--- src/rtl/keypad_code_sender_pkg.sv ---
// Definitions shared between the keypad code sender and the door lock:
// sender FSM state names and the default code width both sides must agree on.
package door_lock_pkg;

  localparam int CODE_W_DEFAULT = 4;

  typedef enum logic [2:0] {
    IDLE      = 3'd0,
    COLLECT   = 3'd1,
    SUBMIT    = 3'd2,
    WAIT_RESP = 3'd3,
    LOCKOUT   = 3'd4
  } sender_state_t;

  function automatic int max_int(input int a, input int b);
    return (a > b) ? a : b;
  endfunction

endpackage

--- src/rtl/keypad_code_sender_if.sv ---
// Keypad/lock-side signal bundle of the code sender. The sender is the master;
// keypad front end and lock responder together form the slave side.
interface keypad_code_sender_if #(
  parameter int CODE_W    = door_lock_pkg::CODE_W_DEFAULT,
  parameter int MAX_FAILS = 3
);

  localparam int FAIL_W = $clog2(MAX_FAILS + 1);

  logic              key_valid;
  logic              key_bit;
  logic              key_clear;
  logic              door_unlock;
  logic              error;
  logic [CODE_W-1:0] code_out;
  logic              submit;
  logic              busy;
  logic              granted;
  logic              denied;
  logic              timeout;
  logic              locked_out;
  logic [FAIL_W-1:0] fail_cnt;

  modport master (
    input  key_valid,
    input  key_bit,
    input  key_clear,
    input  door_unlock,
    input  error,
    output code_out,
    output submit,
    output busy,
    output granted,
    output denied,
    output timeout,
    output locked_out,
    output fail_cnt
  );

  modport slave (
    output key_valid,
    output key_bit,
    output key_clear,
    output door_unlock,
    output error,
    input  code_out,
    input  submit,
    input  busy,
    input  granted,
    input  denied,
    input  timeout,
    input  locked_out,
    input  fail_cnt
  );

endinterface

--- src/rtl/keypad_code_sender_timer.sv ---
// Loadable down-counter shared by the response timeout and the lockout duration.
// expired flags the last enabled cycle of a window (count at zero).
module door_cycle_timer #(
  parameter int WIDTH = 7
) (
  input  logic             clk,
  input  logic             rst,
  input  logic             load,
  input  logic [WIDTH-1:0] load_value,
  input  logic             count_en,
  output logic             expired
);

  logic [WIDTH-1:0] count_r;

  // Load wins over counting; the counter parks at zero.
  always_ff @(posedge clk) begin
    if (rst) begin
      count_r <= '0;
    end else if (load) begin
      count_r <= load_value;
    end else if (count_en && (count_r != '0)) begin
      count_r <= count_r - WIDTH'(1);
    end else begin
      count_r <= count_r;
    end
  end

  assign expired = count_en && (count_r == '0);

endmodule

--- src/rtl/keypad_code_sender.sv ---
// Door-lock code initiator: collects a bit-serial keypad code, submits it to the
// lock, tracks the response, counts consecutive failures and enforces a lockout.
module keypad_code_sender
  import door_lock_pkg::*;
#(
  parameter int CODE_W         = CODE_W_DEFAULT,
  parameter int MAX_FAILS      = 3,
  parameter int RESP_TIMEOUT   = 8,
  parameter int LOCKOUT_CYCLES = 64
) (
  input logic                  clk,
  input logic                  rst,
  keypad_code_sender_if.master bus
);

  localparam int FAIL_W    = $clog2(MAX_FAILS + 1);
  localparam int BIT_CNT_W = $clog2(CODE_W + 1);
  localparam int TIMER_MAX = max_int(RESP_TIMEOUT, LOCKOUT_CYCLES);
  localparam int TIMER_W   = $clog2(TIMER_MAX + 1);

  localparam logic [2:0] S_IDLE    = IDLE;
  localparam logic [2:0] S_COLLECT = COLLECT;
  localparam logic [2:0] S_SUBMIT  = SUBMIT;
  localparam logic [2:0] S_WAIT    = WAIT_RESP;
  localparam logic [2:0] S_LOCKOUT = LOCKOUT;

  logic [2:0]           state_r;
  logic [CODE_W-1:0]    shreg_r;
  logic [BIT_CNT_W-1:0] bit_cnt_r;
  logic [CODE_W-1:0]    code_r;
  logic                 submit_r;
  logic                 busy_r;
  logic                 granted_r;
  logic                 denied_r;
  logic                 timeout_r;
  logic                 locked_r;
  logic [FAIL_W-1:0]    fail_r;

  logic [2:0]           state_s;
  logic [CODE_W-1:0]    shreg_s;
  logic [CODE_W-1:0]    shifted_s;
  logic [BIT_CNT_W-1:0] bit_cnt_s;
  logic [CODE_W-1:0]    code_s;
  logic                 submit_s;
  logic                 granted_s;
  logic                 denied_s;
  logic                 timeout_s;
  logic [FAIL_W-1:0]    fail_s;
  logic [FAIL_W-1:0]    fail_inc_s;
  logic                 tmr_load_s;
  logic [TIMER_W-1:0]   tmr_value_s;
  logic                 tmr_en_s;
  logic                 tmr_expired_s;

  door_cycle_timer #(
    .WIDTH (TIMER_W)
  ) u_timer (
    .clk        (clk),
    .rst        (rst),
    .load       (tmr_load_s),
    .load_value (tmr_value_s),
    .count_en   (tmr_en_s),
    .expired    (tmr_expired_s)
  );

  assign shifted_s  = (shreg_r << 1) | CODE_W'(bus.key_bit);
  assign fail_inc_s = (fail_r >= FAIL_W'(MAX_FAILS)) ? fail_r : (fail_r + FAIL_W'(1));

  // Next-state and next-output logic for the sender FSM.
  always_comb begin
    state_s     = state_r;
    shreg_s     = shreg_r;
    bit_cnt_s   = bit_cnt_r;
    code_s      = code_r;
    submit_s    = 1'b0;
    granted_s   = 1'b0;
    denied_s    = 1'b0;
    timeout_s   = 1'b0;
    fail_s      = fail_r;
    tmr_load_s  = 1'b0;
    tmr_value_s = '0;
    tmr_en_s    = 1'b0;

    case (state_r)
      S_IDLE, S_COLLECT: begin
        // Clear beats a simultaneous key bit; the bit is dropped.
        if (bus.key_clear) begin
          state_s   = S_IDLE;
          shreg_s   = '0;
          bit_cnt_s = '0;
        end else if (bus.key_valid) begin
          if (bit_cnt_r == BIT_CNT_W'(CODE_W - 1)) begin
            code_s    = shifted_s;
            submit_s  = 1'b1;
            state_s   = S_SUBMIT;
            shreg_s   = '0;
            bit_cnt_s = '0;
          end else begin
            shreg_s   = shifted_s;
            bit_cnt_s = bit_cnt_r + BIT_CNT_W'(1);
            state_s   = S_COLLECT;
          end
        end else begin
          state_s = state_r;
        end
      end

      S_SUBMIT: begin
        state_s     = S_WAIT;
        tmr_load_s  = 1'b1;
        tmr_value_s = TIMER_W'(RESP_TIMEOUT - 1);
      end

      S_WAIT: begin
        tmr_en_s = 1'b1;
        // error outranks door_unlock so a conflicting response fails safe.
        if (bus.error) begin
          denied_s = 1'b1;
          fail_s   = fail_inc_s;
        end else if (bus.door_unlock) begin
          granted_s = 1'b1;
          fail_s    = '0;
        end else if (tmr_expired_s) begin
          denied_s  = 1'b1;
          timeout_s = 1'b1;
          fail_s    = fail_inc_s;
        end else begin
          fail_s = fail_r;
        end

        if (granted_s || denied_s) begin
          if (fail_s == FAIL_W'(MAX_FAILS)) begin
            state_s     = S_LOCKOUT;
            tmr_load_s  = 1'b1;
            tmr_value_s = TIMER_W'(LOCKOUT_CYCLES - 1);
          end else begin
            state_s = S_IDLE;
          end
        end else begin
          state_s = S_WAIT;
        end
      end

      S_LOCKOUT: begin
        tmr_en_s = 1'b1;
        if (tmr_expired_s) begin
          state_s = S_IDLE;
          fail_s  = '0;
        end else begin
          state_s = S_LOCKOUT;
        end
      end

      default: begin
        state_s   = S_IDLE;
        shreg_s   = '0;
        bit_cnt_s = '0;
      end
    endcase
  end

  // State and registered outputs; busy/locked_out follow the state being entered.
  always_ff @(posedge clk) begin
    if (rst) begin
      state_r   <= S_IDLE;
      shreg_r   <= '0;
      bit_cnt_r <= '0;
      code_r    <= '0;
      submit_r  <= 1'b0;
      busy_r    <= 1'b0;
      granted_r <= 1'b0;
      denied_r  <= 1'b0;
      timeout_r <= 1'b0;
      locked_r  <= 1'b0;
      fail_r    <= '0;
    end else begin
      state_r   <= state_s;
      shreg_r   <= shreg_s;
      bit_cnt_r <= bit_cnt_s;
      code_r    <= code_s;
      submit_r  <= submit_s;
      busy_r    <= (state_s == S_SUBMIT) || (state_s == S_WAIT) || (state_s == S_LOCKOUT);
      granted_r <= granted_s;
      denied_r  <= denied_s;
      timeout_r <= timeout_s;
      locked_r  <= (state_s == S_LOCKOUT);
      fail_r    <= fail_s;
    end
  end

  assign bus.code_out   = code_r;
  assign bus.submit     = submit_r;
  assign bus.busy       = busy_r;
  assign bus.granted    = granted_r;
  assign bus.denied     = denied_r;
  assign bus.timeout    = timeout_r;
  assign bus.locked_out = locked_r;
  assign bus.fail_cnt   = fail_r;

endmodule

--- src/flat_wrapper.sv ---
// flat-port wrapper written by rule: the top's interface ports become plain ports
module keypad_code_sender_flat import door_lock_pkg::*;
#(
  parameter int CODE_W         = CODE_W_DEFAULT,
  parameter int MAX_FAILS      = 3,
  parameter int RESP_TIMEOUT   = 8,
  parameter int LOCKOUT_CYCLES = 64
)
  (clk, rst, bus_key_valid, bus_key_bit, bus_key_clear, bus_door_unlock, bus_error, bus_code_out, bus_submit, bus_busy, bus_granted, bus_denied, bus_timeout, bus_locked_out, bus_fail_cnt);
  keypad_code_sender_if #(.CODE_W(CODE_W), .MAX_FAILS(MAX_FAILS)) bus_i ();
  input logic clk;
  input logic rst;
  input wire logic [$bits(bus_i.key_valid)-1:0] bus_key_valid;
  input wire logic [$bits(bus_i.key_bit)-1:0] bus_key_bit;
  input wire logic [$bits(bus_i.key_clear)-1:0] bus_key_clear;
  input wire logic [$bits(bus_i.door_unlock)-1:0] bus_door_unlock;
  input wire logic [$bits(bus_i.error)-1:0] bus_error;
  output wire logic [$bits(bus_i.code_out)-1:0] bus_code_out;
  output wire logic [$bits(bus_i.submit)-1:0] bus_submit;
  output wire logic [$bits(bus_i.busy)-1:0] bus_busy;
  output wire logic [$bits(bus_i.granted)-1:0] bus_granted;
  output wire logic [$bits(bus_i.denied)-1:0] bus_denied;
  output wire logic [$bits(bus_i.timeout)-1:0] bus_timeout;
  output wire logic [$bits(bus_i.locked_out)-1:0] bus_locked_out;
  output wire logic [$bits(bus_i.fail_cnt)-1:0] bus_fail_cnt;
  assign bus_i.key_valid = bus_key_valid;
  assign bus_i.key_bit = bus_key_bit;
  assign bus_i.key_clear = bus_key_clear;
  assign bus_i.door_unlock = bus_door_unlock;
  assign bus_i.error = bus_error;
  assign bus_code_out = bus_i.code_out;
  assign bus_submit = bus_i.submit;
  assign bus_busy = bus_i.busy;
  assign bus_granted = bus_i.granted;
  assign bus_denied = bus_i.denied;
  assign bus_timeout = bus_i.timeout;
  assign bus_locked_out = bus_i.locked_out;
  assign bus_fail_cnt = bus_i.fail_cnt;
  keypad_code_sender #(.CODE_W(CODE_W), .MAX_FAILS(MAX_FAILS), .RESP_TIMEOUT(RESP_TIMEOUT), .LOCKOUT_CYCLES(LOCKOUT_CYCLES)) u_core (.clk(clk), .rst(rst), .bus(bus_i));
endmodule
--- config.mk ---
export PLATFORM = sky130hd
export DESIGN_NAME = keypad_code_sender_flat
export DESIGN_NICKNAME = d
export VERILOG_FILES = /design/src/rtl/keypad_code_sender_pkg.sv /design/src/rtl/keypad_code_sender_if.sv /design/src/rtl/keypad_code_sender_timer.sv /design/src/rtl/keypad_code_sender.sv /design/src/flat_wrapper.sv
export SDC_FILE = /design/constraint.sdc
export NUM_CORES = 1
export LEC_CHECK = 0
export CAP_MARGIN = 20
export CORE_MARGIN = 2
export CORE_UTILIZATION = 56
export DETAILED_ROUTE_END_ITERATION = 6
export GPL_ROUTABILITY_DRIVEN = 0
export GPL_TIMING_DRIVEN = 0
export PLACE_DENSITY_LB_ADDON = 0.25
export SYNTH_ARGS = -nofsm -noshare
export SYNTH_HDL_FRONTEND = slang
export SYNTH_SLANG_ARGS = --single-unit
--- constraint.sdc ---
create_clock -name clk -period 2.6 [get_ports clk]
set_input_delay 0.52 -clock clk [delete_from_list [all_inputs] [get_ports clk]]
set_output_delay 0.52 -clock clk [all_outputs]
set_load 0.05 [all_outputs]
Word level (Yosys, flattened, before mapping) --
Cells that the tools add are included.
Cells by class: add/subtract/negate cells 3, order comparisons 1, equal/unequal tests 11, mux-type cells 39, bitwise logic cells 6, reductions and logical operators 19
Operator list (count):
- 3-bit two-way mux | 11
- 7-bit two-way mux | 3
- 3-bit by 2-bit equality test with 1-bit output, second input constant | 5
- 2-bit two-way mux | 7
- 7-bit case mux with 2 select lines | 1
- 3-bit case mux with 2 select lines | 2
- 3-bit case mux with 4 select lines | 1
- 1-bit two-way mux | 11
- 7-bit logical NOT | 1
- 7-bit nonzero test | 1
- 7-bit by 1-bit subtractor with 7-bit output, second input constant | 1
- 3-bit equality test, second input constant | 2
- 6-bit two-way mux | 1
- 2-bit OR reduction | 3
- 3-bit OR reduction | 2
- 1-bit NOT | 5
- 4-bit by 1-bit bitwise OR with 4-bit output | 1
- 2-bit case mux with 2 select lines | 1
- 2-bit AND reduction | 2
- 4-bit AND reduction | 1
- 2-bit nonzero test | 2
- 4-bit OR reduction | 1
- 3-bit by 1-bit adder with 3-bit output, second input constant | 1
- 3-bit by 1-bit equality test with 1-bit output, second input constant | 1
- 9 further kinds | 12
Storage, ports and cells: flip-flop bits (word level) 28, output and inout bits 12, word-level logic and storage cells 91

Longest topological paths before layout --
Gate-level depths: netlist of run 1.
depth in word-level cells 15, mapped depth 6

By module --
From an unflattened synthesis of run 1, not the netlist that was laid out.
Unflattened totals: cell total of the unflattened synthesis 160, area total of the unflattened synthesis 1446.4 µm²
Modules (own cells, without submodules):
- keypad_code_sender | instances 1, cells each 104, area each 974.7 µm²
- door_cycle_timer | instances 1, cells each 56, area each 471.7 µm²

Worst setup path after synthesis of run 1 --
Ideal clock, no wire load.
path kind register to register, from register u_core.u_timer.count_r[0], to register u_core.busy_r, in the netlist u_core.bus.busy, arrival time 1.482 ns, data required time 2.465 ns, slack 0.983 ns, cell stages (with the launch flop) 7, path buffers 0, period minus slack after synthesis 1.617 ns, cell sequence dfxtp_1 -> inv_1 -> ha_1 -> nor3b_2 -> nand2_1 -> a311oi_1 -> a31oi_1
On the way: longest elaborated chain between the ends 13, elaborated cells between the ends (all ways) 21
RTL lines:
- start, declared | line keypad_code_sender_timer.sv:14 | logic [WIDTH-1:0] count_r;
- start signal, assigned | line keypad_code_sender_timer.sv:21 | count_r <= load_value;
- start signal, assigned | line keypad_code_sender_timer.sv:23 | count_r <= count_r - WIDTH'(1);
- start signal, assigned | line keypad_code_sender_timer.sv:25 | count_r <= count_r;
- 7-bit logical NOT (*) | line keypad_code_sender_timer.sv:29 | assign expired = count_en && (count_r == '0);
- 1-bit logical AND (*) | line keypad_code_sender_timer.sv:29
- 2-bit two-way mux | line keypad_code_sender.sv:123 | end else if (tmr_expired_s) begin
- 2-bit two-way mux | line keypad_code_sender.sv:120 | end else if (bus.door_unlock) begin
- 2-bit two-way mux | line keypad_code_sender.sv:117 | if (bus.error) begin
- 2-bit two-way mux | line keypad_code_sender.sv:84 | case (state_r)
- 2-bit equality test | line keypad_code_sender.sv:132 | if (fail_s == FAIL_W'(MAX_FAILS)) begin
- 3-bit two-way mux | line keypad_code_sender.sv:132
- 3-bit two-way mux | line keypad_code_sender.sv:131 | if (granted_s || denied_s) begin
- 3-bit case mux with 4 select lines (*) | line keypad_code_sender.sv:84
- 3-bit by 2-bit equality test with 1-bit output | line keypad_code_sender.sv:182 | busy_r <= (state_s == S_SUBMIT) || (state_s == S_WAIT) || (state_s == S_LOCKOUT);
- 1-bit logical OR | line keypad_code_sender.sv:182
- 1-bit logical OR (*) | line keypad_code_sender.sv:182
- end signal, assigned | line keypad_code_sender.sv:182
- end, declared | line keypad_code_sender.sv:32 | logic busy_r;
Mark *: on every way between the ends. The rest lies on a longest branch, timed or not. The select of a mux whose other input is x is not followed. A chain may end at the register's enable or synchronous reset.

Worst setup path after layout of run 1 --
from register u_core.fail_r[1], in the netlist u_core.bus.fail_cnt[1], to output port bus_fail_cnt[1]
RTL lines:
- start, declared | line keypad_code_sender.sv:37 | logic [FAIL_W-1:0] fail_r;
- start signal, assigned | line keypad_code_sender.sv:187 | fail_r <= fail_s;
- end, declared | line flat_wrapper.sv:25 | output wire logic [$bits(bus_i.fail_cnt)-1:0] bus_fail_cnt;
No word-level cell between the ends.

==> results of run 1 <==
-- Yosys cell counts (2+ instances only) --
master,instances
nor3b_1,4
nor2_1,10
o31a_1,2
nor3b_2,2
a31oi_1,7
nand3_1,5
a21oi_1,14
clkbuf_1,3
or3_1,4
nor4_1,2
o21ai_0,5
mux2i_1,5
nor2b_1,2
inv_1,5
nand3b_1,2
nand2_1,11
and3b_1,2
o211ai_1,5
dfxtp_1,28
nor3_1,4
nand2b_1,5
ha_1,2
-- cell type report --
| cell class | count | area share, % |
|---|---|---|
| tap | 28 | 2.26 |
| timing repair buffer | 17 | 11.0 |
| clock buffer | 3 | 1.45 |
| inverter | 5 | 1.21 |
| sequential | 28 | 36.1 |
| clock inverter | 1 | 1.93 |
| multi-input combinational | 105 | 44.2 |
| buffer | 5 | 1.93 |
-- kinds of logic (layout without fill, tap and decap cells) --
| logic type | Yosys count | in the layout |
|---|---|---|
| compound gates | 39 | 39 |
| xor+xnor | 1 | 1 |
| fa+ha+maj | 2 | 2 |
| buf+inv | 10 | 31 |
| flops | 28 | 28 |
| mux | 5 | 5 |
| simple gates | 58 | 58 |
-- worst min-delay path by stage --
stage | to | slack, ns | cells after the start
final | u_core.bit_cnt_r[1] | 0.47 | 2
after global routing | u_core.shreg_r[2] | 0.49 | 2
after CTS | u_core.bit_cnt_r[1] | 0.47 | 2
after detailed placement | u_core.bit_cnt_r[1] | 0.45 | 2
after global placement | u_core.bit_cnt_r[1] | 0.45 | 2
after floorplan | u_core.shreg_r[2] | 0.43 | 2
-- sequential cells by signal (all words and copies together), names as in the netlist --
name                    count
u_core.u_timer.count_r      7
u_core.bus.granted          1
u_core.bus.fail_cnt         2
u_core.bus.timeout          1
u_core.bus.code_out         4
u_core.bus.submit           1
u_core.bus.denied           1
u_core.bit_cnt_r            3
u_core.shreg_r              3
u_core.bus.locked_out       1
u_core.state_r              3
u_core.bus.busy             1
-- stage by stage --
stage / hold slack (ns) / instance area, sq um
6_report: 0.467 / 1550
2_1_floorplan: 0.432 / 1290
3_3_place_gp: 0.446 / 1500
4_1_cts: 0.468 / 1550
5_1_grt: 0.490 / 1550
3_5_place_dp: 0.449 / 1500
-- power breakdown --
part	internal, W	switching [W]	total (W)	leakage (nW)
registers	0.000433	0.00000345	0.000436	0.226
clock network	0.000156	0.000132	0.000288	0.0279
logic	0.0000179	0.0000237	0.0000415	0.304
-- layer usage --
layer	GRT usage, %	wire (um)
met5	0	0
met4	10.1	50
met3	2.87	101
met2	39.5	1340
met1	29.2	1210
==> summary.md, run 1 <==
| Metric | Value |
|---|---|
| Run status | `finished, final reports clean` |
| Leakage dissipation | `roughly 0.56 nW` |
| Largest net degree at the start of global routing | `17` |
| Clk_skew | `between 0.004 and 0.005 ns` |
| WP depth | `1` |
| Die Width | `roughly 52 um` |
| CTS root buffer | `clkbuf_4` |
| Area of the multi-input gates | `686 sq um` |
| Detail Placement HPWL | `around 2.0 mm` |
| Routed WL per cell | `roughly 14 um` |
| CP required | `~2.1 ns` |
| PostCTS Resize Cnt | `0` |
| Reg2Reg Capture Point | `u_core.bus.busy` |
| Final min period | `between 2 and 2.5 ns` |
| Largest family of logic cells by synthesized area | `simple AND/OR/NAND/NOR gates` |
| Total Power | `between 0.0007 and 0.0008 W` |
| GR Overflow Total | `0` |
| WP buf/inv | `1` |
| Setup TNS | `0 ns` |
| Rows | `17` |
| Cell variety after synth | `36` |
| Placed Cells incl. Taps | `about 190` |
| Post-synthesis mux area share | `slightly below 4%` |
| F_max | `roughly 0.47 GHz` |
| Max Cap Viol | `0` |
| Vias per cell | `5.88` |
| Number of flops mapped to enable cells by yosys | `0` |
| Core Region | `approximately 0.0022 sq mm` |
| Hold Startpoint | `u_core.bit_cnt_r[1]` |
| Commonest non-fill, non-tap cell in the layout | `dfxtp_1` |
| Area share of and/or/nand/nor cells after synthesis | `25.8%` |
| Crit path max-delay family | `buffers and inverters` |
| Critical Path, Cell by Cell | `clkdlybuf4s50_1` |
| DR vias | `between 1000 and 1500` |
| Adder-Cell Fraction of Synth Area | `under 10%` |
| Register bit total from synthesis | `28` |
| Initial Utilization | `around three fifths` |
| Global-route wire length before repair | `about 4.7 mm` |
| Port-buffer cells | `17` |
| CTS Sinks | `28` |
| Critical-path maximum fanout | `6` |
| Post-CTS setup buffer count | `0` |
| Mapped Area | `0.00129 sq mm` |
| Sequential area share after synthesis | `43.3%` |
| Crit path to | `bus_fail_cnt[1]` |
| Starting DRC count in detailed routing | `26` |
| Max-slew headroom | `between 40% and 50%` |
| First-pass DRT Iterations | `4` |
| CP Capture Type | `output pin` |
| IO Pins | `19` |
| Crit Path Class | `flip-flop to output pin` |
| Peak supply drop | `0.392 mV` |
| Hold-fix buffers, CTS | `0` |
| Syn Nets | `between 150 and 200` |
| Register Area | `around 560 sq um` |
| Post-Syn Instances | `~140` |
| ANT nets after route | `0` |
| Synth area leaders | `dfxtp_1 (43%), a21oi_1 (5.4%), mux2i_1 (3.9%)` |
| DP Worst Slack | `between 0.4 and 0.5 ns` |
| Bufs on Longest Clock Path | `2` |
| Post-layout nets | `between 150 and 200` |
| Post-Layout Cell Count | `192` |
| Final Util | `70.9%` |
| Top FF cell, synth | `dfxtp_1` |
| Die Ht | `52.1 um` |
| CTS clk-pin slew, worst paths | `0.15 ns` |
| Drt drc | `0` |
| RR Startpoint | `u_core.u_timer.count_r[0]` |
| Worst skew pair latency | `between 0.3 and 0.4 ns` |
| TritonCTS clock tree | `done` |
| Worst min path class | `flip-flop to flip-flop` |
| Tightest Pin Transition | `0.761 ns` |
| Syn_area_per_cell | `about 9 sq um` |
| CP Launch Type | `flip-flop` |
| Syn-to-layout area delta | `19.9%` |
| Final Hold Vio Count | `0` |
| Layout cell share with drive strength beyond 1 | `under 10%` |
| Most frequent cells in the layout | `dfxtp_1 (28), clkdlybuf4s50_1 (17), a21oi_1 (14)` |
| Period utilization | `81.9%` |
| Pwr Density | `493 mW/mm^2` |
| Post-synth top area cell | `dfxtp_1` |
| Ant diodes | `0` |
| Number of antenna violations at the first check in global routing | `0` |
| Number of global-route vias before repair | `about 1100` |
| Final Max Slew Viols | `0` |
| Crit path from | `u_core.bus.fail_cnt[1]` |
| Critical path data arrival time | `between 1.5 and 2 ns` |
| H-tree levels | `1` |
| Post-synthesis compound-gate area fraction | `20.7%` |
| GRT Util Overall | `~23%` |
| Die ar. | `0.00271 sq mm` |
| XOR/XNOR share of the synthesized area | `less than 1%` |
| Fin worst setup slack | `around 0.47 ns` |
| Largest stage delay, worst path | `just over 0.8 ns` |
| Synth Warn # | `0` |
| Number of fillers in the final layout | `172` |
| Unrepaired setup endpoints after global routing | `no` |
| Final setup viols | `0` |
| R2R Setup Slk | `between 0.6 and 0.7 ns` |
| Ys async rst share | `0%` |
| Final WL | `between 2 and 3 mm` |
| Slowest-stage cell, CP | `clkdlybuf4s50_1` |
| Inserted Clock Buffers | `3` |
| Synth top area share | `43.3%` |
| R2R cell count | `6` |
Note: power is estimated with default switching activity, not from simulation.
==> run 2: changes to the inputs <==
--- a/config.mk
+++ b/config.mk
@@ -7,7 +7,7 @@
 export LEC_CHECK = 0
 export CAP_MARGIN = 20
 export CORE_MARGIN = 2
-export CORE_UTILIZATION = 56
+export CORE_UTILIZATION = 47
 export DETAILED_ROUTE_END_ITERATION = 6
 export GPL_ROUTABILITY_DRIVEN = 0
 export GPL_TIMING_DRIVEN = 0
==> constraint.sdc (replaced) <==
create_clock -name clk -period 1.75 [get_ports clk]
set_input_delay 0.35 -clock clk [delete_from_list [all_inputs] [get_ports clk]]
set_output_delay 0.35 -clock clk [all_outputs]
set_load 0.05 [all_outputs]
==> summary.md, run 2 (same netlist as run 1, synthesis figures left out) <==
| Metric | Value |
|---|---|
| Run status | `finished, final reports clean` |
| Final setup viols | `0` |
| Fraction of power consumed by combinational cells | `around 5.6%` |
| Final Util | `59.7%` |
| Rows | `19` |
| Vias per cell | `5.60` |
| Max-slew headroom | `55.8%` |
| Clk_skew | `0.00718 ns` |
| Number of antenna violations at the first check in global routing | `0` |
| Total Power | `0.00114 W` |
| CP required | `approximately 2.0 ns` |
| R2R Setup Slk | `between 0.07 and 0.08 ns` |
| Peak supply drop | `about 0.41 mV` |
| CTS root buffer | `clkbuf_4` |
| WHS Path Cells | `2` |
| Bufs on Longest Clock Path | `2` |
| Max reg flops | `7` |
| Clk pwr share | `approximately 38%` |
| Core Region | `between 0.002 and 0.003 sq mm` |
| Placed Cells incl. Taps | `between 150 and 200` |
| CP Launch Type | `flip-flop` |
| DR vias | `around 1100` |
| Slowest-stage cell, CP | `dfxtp_2` |
| CTS Sinks | `28` |
| Worst skew pair latency | `between 0.3 and 0.4 ns` |
| Commonest non-fill, non-tap cell in the layout | `dfxtp_1` |
| Die Width | `56.5 um` |
| Reg2Reg Capture Point | `u_core.bus.busy` |
| GR Overflow Total | `0` |
| Period utilization | `95.4%` |
| Ant diodes | `0` |
| Layout cell share with drive strength beyond 1 | `13.3%` |
| Setup TNS | `0 ns` |
| Global-route wire length before repair | `about 4.6 mm` |
| Critical path data arrival time | `~1.9 ns` |
| Switching Share | `a little over a fifth` |
| Largest stage delay, worst path | `0.36 ns` |
| Post-Layout Cell Count | `around 200` |
| Final WL | `approximately 2.6 mm` |
| Crit path to | `u_core.bus.busy` |
| R2R cell count | `6` |
| Die ar. | `0.00319 sq mm` |
| Crit path from | `u_core.u_timer.count_r[0]` |
| Routed WL per cell | `between 10 and 15 um` |
| Max Cap Viol | `0` |
| Pwr Density | `711 mW/mm^2` |
| GRT Util Overall | `17.9%` |
| Net Switching | `about 0.00024 W` |
| Initial Utilization | `48.2%` |
| Tightest Pin Transition | `approximately 0.66 ns` |
| F_max | `approximately 0.60 GHz` |
| Worst min path class | `input port to flip-flop` |
| Critical-path maximum fanout | `5` |
| Syn-to-layout area delta | `23.8%` |
| ANT nets after route | `0` |
| Number of fillers in the final layout | `around 250` |
| Die Ht | `56.5 um` |
| Crit path max-delay family | `compound AO/OA/AOI/OAI gates` |
| Crit Path Class | `flip-flop to flip-flop` |
| H-tree levels | `1` |
| Register with the highest flop count | `u_core.u_timer.count_r` |
| Inserted Clock Buffers | `3` |
| First-pass DRT Iterations | `4` |
| Drt drc | `0` |
| RR Startpoint | `u_core.u_timer.count_r[0]` |
| TritonCTS clock tree | `done` |
| Detail Placement HPWL | `between 1.5 and 2 mm` |
| Final Max Slew Viols | `0` |
| CTS clk-pin slew, worst paths | `roughly 0.15 ns` |
| Internal power | `~0.00090 W` |
| Starting DRC count in detailed routing | `24` |
| WP depth | `6` |
| Number of global-route vias before repair | `about 1000` |
| Largest net degree at the start of global routing | `17` |
| Hold-fix buffers, CTS | `0` |
| IO Pins | `19` |
| Most frequent cells in the layout | `dfxtp_1 (26), a21oi_1 (14), dlygate4sd2_1 (11)` |
| Leakage dissipation | `between 0.6 and 0.7 nW` |
| CP Capture Type | `flip-flop` |
| Final Hold Vio Count | `0` |
| Flop pwr share | `between 50% and 60%` |
| WP buf/inv | `1` |
| Port-buffer cells | `17` |
| Post-layout nets | `around 180` |
| Critical Path, Cell by Cell | `inv_1, ha_4, nor3b_4, nand2_2, a311oi_2, a31oi_1` |
| Final min period | `1.67 ns` |
run 2: worst min path at each step:
stage / startpoint / end / slack [ns]
after floorplan: u_core.shreg_r[2] / u_core.shreg_r[2] / 0.43
after global routing: rst / u_core.bus.timeout / 0.42
after CTS: rst / u_core.bus.timeout / 0.41
final: rst / u_core.bus.timeout / 0.42
after global placement: u_core.shreg_r[2] / u_core.shreg_r[2] / 0.45
after detailed placement: u_core.shreg_r[2] / u_core.shreg_r[2] / 0.45
run 2: cell type report:
cell class / instances / area (sq um) / share of cell area, %
clock buffers: 3 / 22.5 / 1.41
plain buffers: 5 / 30.0 / 1.87
inverters: 5 / 18.8 / 1.17
repair buffers: 18 / 159 / 9.91
well taps: 31 / 38.8 / 2.42
flip-flops and latches: 28 / 563 / 35.1
multi-input cells: 105 / 741 / 46.2
clock inverters: 1 / 30.0 / 1.87
run 2: repair_timing:
action,in CTS,in global routing
setup buffers,0,1
pin swaps,0,4
resized for setup,15,11
endpoints found under the setup margin,21,14
run 2: power groups by stage:
| stage | logic, W | registers (W) | clock network, W |
|---|---|---|---|
| floorplan | 0.0000364 | 0.000661 | 0 |
| global placement | 0.0000594 | 0.000662 | 0 |
| detailed placement | 0.0000608 | 0.000662 | 0 |
| CTS | 0.0000616 | 0.000648 | 0.000442 |
| global route | 0.0000706 | 0.000650 | 0.000466 |
| finish | 0.0000638 | 0.000649 | 0.000427 |
run 2: metal layers:
layer / part of all wire, % / routed length (um) / vias up / global-route usage, %
met4: 1.8 / 48 / 0 / 7.14
li1: - / - / 573 / -
met3: 3.1 / 83 / 5 / 2.07
met2: 47 / 1250 / 20 / 30.7
met5: 0 / 0 / - / 0
met1: 48 / 1260 / 499 / 22.8
run 2: per-stage QoR:
stage	cell area (sq um)	worst slack [ns]	hold slack, ns
floorplan	1290	0.133	0.432
global placement	1500	-0.204	0.446
detailed placement	1500	-0.220	0.451
CTS	1560	0.000237	0.414
global route	1600	-0.0112	0.417
finish	1600	0.0800	0.419
